`src/rtl/seg_scan_controller.sv`:
```
// seg_scan_controller: double-buffered, time-multiplexed 7-segment scan driver.
// Each digit gets GAP_CYCLES all-off cycles then PRESCALE driven cycles; new
// frames are staged in a pending buffer and committed only at frame boundaries.
// Optional blink feature: define SEG_SCAN_BLINK_EN to add the blink_mask port.
// Ports:
//   clk, rst            clock, synchronous active-high reset
//   frame_data/valid    offered frame (digit i at [i*CODE_W +: CODE_W])
//   frame_ready         pending buffer empty
//   digit_code          code of the active digit (blank in gaps)
//   digit_sel           one-hot digit enable, zero in gaps
//   scan_tick           1-cycle pulse after each frame boundary
//   blink_mask          per-digit blink enable (SEG_SCAN_BLINK_EN only)
module seg_scan_controller #(
  parameter int NUM_DIGITS   = 6,
  parameter int CODE_W       = 8,
  parameter int PRESCALE     = 10000,
  parameter int GAP_CYCLES   = 4,
  parameter int BLANK_CODE   = 34,
  parameter int BLINK_FRAMES = 64
) (
  input  logic                         clk,
  input  logic                         rst,
  input  logic [NUM_DIGITS*CODE_W-1:0] frame_data,
  input  logic                         frame_valid,
  output logic                         frame_ready,
`ifdef SEG_SCAN_BLINK_EN
  input  logic [NUM_DIGITS-1:0]        blink_mask,
`endif
  output logic [CODE_W-1:0]            digit_code,
  output logic [NUM_DIGITS-1:0]        digit_sel,
  output logic                         scan_tick
);

  localparam int CNT_MAX =
    (PRESCALE > GAP_CYCLES) ? PRESCALE : GAP_CYCLES;
  localparam int CW = (CNT_MAX > 1) ? $clog2(CNT_MAX) : 1;
  localparam int IW = (NUM_DIGITS > 1) ? $clog2(NUM_DIGITS) : 1;

  localparam logic [CW-1:0] PS_LAST = CW'(PRESCALE - 1);
  localparam logic [CW-1:0] GP_LAST = CW'(GAP_CYCLES - 1);
  localparam logic [IW-1:0] IDX_LAST = IW'(NUM_DIGITS - 1);
  localparam logic [CODE_W-1:0] BLANK = CODE_W'(BLANK_CODE);

  typedef enum logic {S_GAP, S_DRIVE} state_t;

  state_t                       r_state;
  logic [CW-1:0]                r_cnt;
  logic [IW-1:0]                r_idx;
  logic [CODE_W-1:0]            r_disp [NUM_DIGITS];
  logic [NUM_DIGITS*CODE_W-1:0] r_pend;
  logic                         r_ready;
  logic [CODE_W-1:0]            r_code;
  logic [NUM_DIGITS-1:0]        r_sel;
  logic                         r_tick;

  logic                  w_last;
  logic                  w_boundary;
  logic                  w_accept;
  logic [NUM_DIGITS-1:0] w_onehot;
  logic [CODE_W-1:0]     w_code;

  assign w_last     = (r_idx == IDX_LAST);
  assign w_boundary = (r_state == S_DRIVE) &&
                      (r_cnt == PS_LAST) && w_last;
  assign w_accept   = frame_valid && r_ready;
  assign w_onehot   = NUM_DIGITS'(1) << r_idx;

`ifdef SEG_SCAN_BLINK_EN
  localparam int BW = (BLINK_FRAMES > 1) ? $clog2(BLINK_FRAMES) : 1;
  localparam logic [BW-1:0] BF_LAST = BW'(BLINK_FRAMES - 1);

  logic [BW-1:0] r_fcnt;
  logic          r_blink_phase;

  always_ff @(posedge clk) begin
    if (rst) begin
      r_fcnt        <= '0;
      r_blink_phase <= 1'b0;
    end else if (w_boundary) begin
      if (r_fcnt == BF_LAST) begin
        r_fcnt        <= '0;
        r_blink_phase <= ~r_blink_phase;
      end else begin
        r_fcnt <= r_fcnt + 1'b1;
      end
    end
  end

  always_comb begin
    w_code = r_disp[r_idx];
    if (r_blink_phase && blink_mask[r_idx])
      w_code = BLANK;
  end
`else
  logic w_unused_blink;
  assign w_unused_blink = |BLINK_FRAMES;

  always_comb begin
    w_code = r_disp[r_idx];
  end
`endif

  always_ff @(posedge clk) begin
    if (rst) begin
      r_state <= S_GAP;
      r_cnt   <= '0;
      r_idx   <= '0;
      r_pend  <= '0;
      r_ready <= 1'b1;
      r_code  <= BLANK;
      r_sel   <= '0;
      r_tick  <= 1'b0;
      for (int i = 0; i < NUM_DIGITS; i++)
        r_disp[i] <= BLANK;
    end else begin
      r_tick <= 1'b0;
      unique case (r_state)
        S_GAP: begin
          if (r_cnt == GP_LAST) begin
            r_state <= S_DRIVE;
            r_cnt   <= '0;
            r_sel   <= w_onehot;
            r_code  <= w_code;
          end else begin
            r_cnt <= r_cnt + 1'b1;
          end
        end
        S_DRIVE: begin
          if (r_cnt == PS_LAST) begin
            r_state <= S_GAP;
            r_cnt   <= '0;
            r_sel   <= '0;
            r_code  <= BLANK;
            if (w_last) begin
              r_idx  <= '0;
              r_tick <= 1'b1;
            end else begin
              r_idx <= r_idx + 1'b1;
            end
          end else begin
            r_cnt <= r_cnt + 1'b1;
          end
        end
        default: r_state <= S_GAP;
      endcase
      // ready is low whenever pending is full, so an accept can never
      // coincide with a commit.
      if (w_boundary && !r_ready) begin
        for (int i = 0; i < NUM_DIGITS; i++)
          r_disp[i] <= r_pend[i*CODE_W +: CODE_W];
        r_ready <= 1'b1;
      end else if (w_accept) begin
        r_pend  <= frame_data;
        r_ready <= 1'b0;
      end
    end
  end

  assign frame_ready = r_ready;
  assign digit_code  = r_code;
  assign digit_sel   = r_sel;
  assign scan_tick   = r_tick;

endmodule

```
`config.mk`:
```
export PLATFORM = sky130hd
export DESIGN_NAME = seg_scan_controller
export DESIGN_NICKNAME = d
export VERILOG_FILES = /design/src/rtl/seg_scan_controller.sv
export SDC_FILE = /design/constraint.sdc
export NUM_CORES = 1
export LEC_CHECK = 0
export BUFFER_PORTS_ARGS = -buffer_cell sky130_fd_sc_hd__buf_2
export CAP_MARGIN = 25
export CORE_AREA = 2 2 80 158
export DETAILED_ROUTE_END_ITERATION = 8
export DIE_AREA = 0 0 82 160
export GPL_TIMING_DRIVEN = 1
export PLACE_DENSITY_LB_ADDON = 0.3
export SLEW_MARGIN = 10
export SYNTH_ARGS = -nofsm -noshare
export SYNTH_HDL_FRONTEND = slang
export SYNTH_SLANG_ARGS = --single-unit
```
`constraint.sdc`:
```
create_clock -name clk -period 2.6 [get_ports clk]
set_input_delay 0.26 -clock clk [delete_from_list [all_inputs] [get_ports clk]]
set_output_delay 0.26 -clock clk [all_outputs]
set_load 0.05 [all_outputs]
```
==> results of run 1 <==
-- layout make-up --
type / instances / area [sq um]
fillers: 1098 / 5670
well taps: 147 / 184
repair buffers: 78 / 458
multi-input cells: 319 / 1920
clock buffers: 19 / 433
inverters: 5 / 18.8
clock inverters: 13 / 158
flip-flops and latches: 133 / 3140
-- state kept, by name, indices dropped and copies added, names as in the netlist, named ones only --
register	count
r_disp	48
r_pend	48
r_cnt	14
digit_code	8
digit_sel	6
r_idx	3
frame_ready	1
r_state	1
scan_tick	1
-- cells by family (layout without fill, tap and decap cells) --
family / Yosys count / after routing / synth area share (%)
xor+xnor: 13 / 13 / 2.18
fa+ha+maj: 2 / 2 / 0.479
buf+inv: 34 / 115 / 3.07
simple gates: 212 / 212 / 19.7
mux: 24 / 24 / 6.90
flops: 133 / 133 / 60.2
compound gates: 68 / 68 / 7.52
-- final timing paths --
check,endpoint,from,cells past startpoint,slack (ns)
worst max-delay path,r_disp[5][5],r_cnt[7],6,0.43
worst min-delay path,r_pend[29],frame_data[29],3,0.08
worst max register to register,r_disp[5][5],r_cnt[7],6,0.43
worst min register to register,r_pend[15],r_pend[15],2,0.45
-- through the flow --
step                hold WS, ns  instance area [sq um]  setup slack (ns)  instances
floorplan                 0.396                   5220             0.108        486
global placement          0.440                   5720             0.419        682
detailed placement        0.442                   5720             0.426        682
CTS                      0.0679                   6310             0.417        714
global route             0.0813                   6310             0.249        714
finish                   0.0765                   6310             0.426        714
-- placed cells by master, fill, tap and decap left out, drive strengths merged, types with 2 or more instances in the layout --
| cell type | netlist | routed |
|---|---|---|
| ha | 2 | 2 |
| clkbuf | 22 | 19 |
| clkinvlp | 0 | 3 |
| nand2 | 106 | 106 |
| o21ai | 3 | 3 |
| or3 | 2 | 2 |
| nand3 | 5 | 5 |
| and3 | 2 | 2 |
| nor2b | 2 | 2 |
| mux2 | 16 | 16 |
| clkinv | 0 | 6 |
| bufinv | 0 | 3 |
| dfxtp | 85 | 85 |
| nor4 | 7 | 7 |
| o2bb2ai | 2 | 2 |
| nand2b | 12 | 12 |
| xnor2 | 6 | 6 |
| or2 | 3 | 3 |
| a22o | 10 | 10 |
| nor2 | 23 | 23 |
| edfxtp | 48 | 48 |
| buf | 7 | 78 |
| nor3 | 2 | 2 |
| inv | 5 | 6 |
| nand4 | 5 | 5 |
| a21oi | 51 | 51 |
| mux4 | 8 | 8 |
| xor2 | 7 | 7 |
| and2 | 39 | 39 |
-- metal layers --
layer  part of all wire [%]  GRT usage (%)  vias to the layer above  wire length (microns)
met5                      0              0                        -                      0
met2                     51           28.3                       73                   5170
met3                    3.8           4.80                       20                    383
met4                    2.4           7.27                        0                    240
li1                       -              -                     1798                      -
met1                     43           19.9                     1674                   4420
-- power groups by stage --
stage / clock network [W] / registers (W) / logic (W)
3_5_place_dp: 0 / 0.00231 / 0.000242
3_3_place_gp: 0 / 0.00231 / 0.000238
5_1_grt: 0.00249 / 0.00227 / 0.000269
6_report: 0.00236 / 0.00226 / 0.000239
4_1_cts: 0.00240 / 0.00226 / 0.000243
2_1_floorplan: 0 / 0.00231 / 0.000136
-- synth_stat cells (all sizes together) (6+ instances only) --
master	number	area (sq um)
a21oi	51	255
a22o	10	87.6
and2	39	244
buf	7	56.3
clkbuf	22	85.1
dfxtp	85	1700
edfxtp	48	1440
mux2	16	180
mux4	8	180
nand2	106	400
nand2b	12	75.1
nor2	23	86.3
nor4	7	65.1
xnor2	6	52.6
xor2	7	61.3
-- critical path, delay by kind of cell, from the launching register on --
kind                   cells  cell delay, ns
and+or+nand+nor            5            1.33
buffers and inverters      1            0.21
DFF                        1            0.35
==> flow_summary_export.csv, run 1 <==
group,metric,value,unit
cts,path_clk_slew,0.06,ns
floorplan,die_height,160,microns
route,avgRoutedWirePerCell,14.3,microns
cts,cts_max_level,4,
power_and_ir_drop,p_comb_share,4.9,%
grt,grt_use_total,17.0,%
sta,rsz0062_at_grt,"false",
setup_path,worstSetupEndpointType,"flip-flop",
floorplan,pin_count,67,
setup_path,cp_max_fo,9,
synthesis,ys_async_sr_fraction,0,%
power_and_ir_drop,p_clk_share,48.5,%
power_and_ir_drop,powerDensity,770,nW/um^2
power_and_ir_drop,switchingPower,0.00104,W
synthesis,synth_ff_type,"dfxtp_1",
sta,setup_viol,0,
sta,fmaxAchievable,0.460,GHz
power_and_ir_drop,power_switching_share,21.4,%
grt,grt_pass1_vias,3488,
grt,overflow,0,
cts,cts-buffers-inserted,17,
cts,clk_latency,0.42,ns
synthesis,syn_avg_cell_area,10.7,sq um
power_and_ir_drop,power_leakage,2.38,nW
setup_path,crit_path_start_kind,"flip-flop",
sta,tightest_slew,0.547,ns
cts,cts_tree,"yes",
sta,fin_tns_setup,0,ns
sta,fin_skew,0.00985,ns
synthesis,synth-seq-cells,133,
cts,cts_sinks,133,
floorplan,start_util,43.6,%
grt,grt_pass1_wl,16600,microns
run,cap_violations,0,
synthesis,synth-seq-area-share,60.2,%
route,dr.pass1.iters,4,
cts,cts_buffer_depth,2,
route,final_antenna_net_count,0,
sta,finalHoldViolations,0,
placement,dp_hpwl,6990,microns
finish,antennaDiodeCount,0,
power_and_ir_drop,p_int,0.00382,W
finish,area_growth,20.9,%
setup_path,cpPeakStageDelay,0.42,ns
finish,final_layout_size_suffix_gt1_share,24.5,%
finish,final_nets,607,
sta,finalCritPeriodShare,83.6,%
synthesis,syn_nets,539,
sta,slew_violations,0,
synthesis,syn_inst,486,
floorplan,num_rows,57,
cts,cts-hold-fix-buffers,0,
sta,min_period,2.17,ns
route,drtIter0Drc,197,
setup_path,required,2.72,ns
power_and_ir_drop,vdd_drop_max,581,uV
route,route.final.wire_length,10200,microns
hold_path,hold_class,"in2reg",
placement,io_buffers,66,
power_and_ir_drop,finalPower,0.00486,W
synthesis,synth_area,5220,sq um
grt,grt_max_degree,50,
finish,fin_util,52.7,%
floorplan,core_area,12000,sq um
synthesis,synth-edff-count,48,
placement,gp_congestion,0.826,
floorplan,die_x,82,microns
run_status,outcome,"completed",
sta,timing.slew.headroom,63.5,%
route,via_per_inst,4.99,
synthesis,ys_types,37,
floorplan,die-area,13100,sq um
route,vias,3565,
cts,post_cts_buffers,0,
route,drcViolationCount,0,
setup_path,worstSetupPathType,"reg2reg",
power_and_ir_drop,seq_power_share,46.6,%
cts,cts_resized,0,
synthesis,synth_warnings,0,
setup_path,path_cells,"nor4_2, nand2_2, or3_1, nor3_1, or2_2, buf_4",
grt,antenna_found_initial,1,
setup_path,cp_slowest_cell,"or3_1",
setup_path,arrival,2.29,ns
cts,root_buffer,"clkbuf_16",
(Power assumes the default switching activity.)
==> run 2: changes to the inputs <==
==> constraint.sdc (replaced) <==
create_clock -name clk -period 1.9 [get_ports clk]
set_input_delay 0.19 -clock clk [delete_from_list [all_inputs] [get_ports clk]]
set_output_delay 0.19 -clock clk [all_outputs]
set_load 0.05 [all_outputs]
==> flow_summary_export.csv, run 2 (synthesized netlist as in run 1, its figures left out) <==
group,metric,value,unit
run,cap_violations,0,
setup_path,arrival,2.10,ns
route,final_antenna_net_count,0,
floorplan,die-area,13100,sq um
setup_path,cp_max_fo,8,
cts,cts-buffers-inserted,17,
hold_path,hold_path_depth,3,
grt,grt_pass1_wl,17300,microns
grt,antenna_found_initial,0,
route,drcViolationCount,0,
sta,whs,0.0175,ns
power_and_ir_drop,vdd_drop_max,662,uV
floorplan,die_x,82,microns
finish,design_area,6830,sq um
placement,dp_hpwl,7300,microns
floorplan,die_height,160,microns
sta,finalHoldViolations,0,
sta,timing.slew.headroom,66.2,%
setup_path,required,2.02,ns
placement,gp_congestion,0.787,
finish,multiInputGateArea,2090,sq um
power_and_ir_drop,powerDensity,934,nW/um^2
sta,min_period,1.97,ns
placement,post-place-ws,-0.0989,ns
route,via_per_inst,4.96,
finish,final_cell_mix,"105 x nand2_1, 83 x dfxtp_1, 66 x buf_2",
setup_path,reg2regPathDepth,6,
sta,setup_viol,71,
placement,io_buffers,66,
floorplan,start_util,43.6,%
finish,top_regs,"r_disp (48), r_pend (48), r_cnt (14)",
floorplan,core_area,12000,sq um
cts,cts_buffer_depth,2,
cts,clk_latency,0.41,ns
hold_path,hold_class,"in2reg",
cts,root_buffer,"clkbuf_16",
finish,regArea,3150,sq um
grt,grt_max_degree,49,
finish,area_growth,30.8,%
cts,cts_sinks,133,
finish,final_nets,644,
sta,slew_violations,0,
setup_path,worstSetupEndpointType,"flip-flop",
run_status,violations,"negative setup slack",
cts,cts_max_level,4,
finish,final_common_cell,"nand2_1",
power_and_ir_drop,power_leakage,2.64,nW
sta,rsz0062_at_grt,"true",
sta,fmaxAchievable,0.507,GHz
route,avgRoutedWirePerCell,14.9,microns
finish,final_layout_size_suffix_gt1_share,33.1,%
route,drtIter0Drc,209,
floorplan,pin_count,67,
route,dr.pass1.iters,5,
sta,tightest_slew,0.506,ns
sta,fin_skew,0.0113,ns
finish,antennaDiodeCount,0,
finish,fin_util,57.0,%
route,route.final.wire_length,11200,microns
route,vias,3725,
grt,grt_pass1_vias,3578,
sta,finalCritPeriodShare,104,%
setup_path,worstSetupPathType,"reg2reg",
grt,grt_use_total,17.6,%
placement,place_area,5950,sq um
sta,fin_ws,-0.0732,ns
setup_path,crit_path_start_kind,"flip-flop",
cts,path_clk_slew,0.05,ns
floorplan,num_rows,57,
grt,overflow,0,
run_status,outcome,"finished with violations",
finish,num-fill-cells,1030,
cts,cts_tree,"yes",
==> run 2: timing repair <==
action                                 in CTS  in global routing
resized for setup                           4                 28
gates cloned                                0                  6
setup endpoints to repair                  99                126
buffers inserted                            1                  1
endpoints found under the hold margin       4                  0
hold buffers                                4                  0
pin swaps                                   1                  5
==> run 2: routing by layer <==
layer	GRT usage (%)	vias up	wire length, microns
li1	-	1877	-
met1	21.7	1752	4640
met2	28.3	82	5920
met3	5.03	14	402
met4	7.50	0	201
met5	0	-	0
==> run 2: worst paths after layout <==
path	start	end	slack, ns
hold reg to reg	r_pend[24]	r_pend[24]	0.45
setup reg to reg	r_cnt[11]	r_disp[2][3]	-0.07
hold / removal	frame_data[11]	r_pend[11]	0.02
setup / recovery	r_cnt[11]	r_disp[2][3]	-0.07
==> run 2: power breakdown <==
group / switching [W] / total [W] / leakage, nW / internal (W)
clock: 0.00114 / 0.00290 / 0.257 / 0.00176
combinational: 0.000212 / 0.000385 / 1.24 / 0.000172
sequential: 0.0000503 / 0.00310 / 1.15 / 0.00305
==> run 2: critical path, cell delays in order (launching register included) <==
cell and delay (ns):
dfxtp_2 0.33, nor4_4 0.28, nand2_2 0.08, or3_4 0.41, nor3_4 0.14, or2_4 0.25
clkbuf_16 0.19
==> run 2: layout make-up <==
class | instances | share of cell area [%]
tap | 147 | 2.69
multi-input combinational | 319 | 30.6
inverter | 5 | 0.275
timing repair buffer | 115 | 12.6
clock inverter | 8 | 0.769
clock buffer | 24 | 7.05
sequential | 133 | 46.0
==> run 2: per-stage QoR <==
stage | std cells | total power [W] | setup TNS, ns
6_report | 751 | 0.00638 | -3.07
5_1_grt | 751 | 0.00664 | -9.56
4_1_cts | 744 | 0.00643 | -0.976
3_5_place_dp | 707 | 0.00352 | -5.13
3_3_place_gp | 707 | 0.00351 | -3.90
2_1_floorplan | 486 | 0.00335 | -13.49
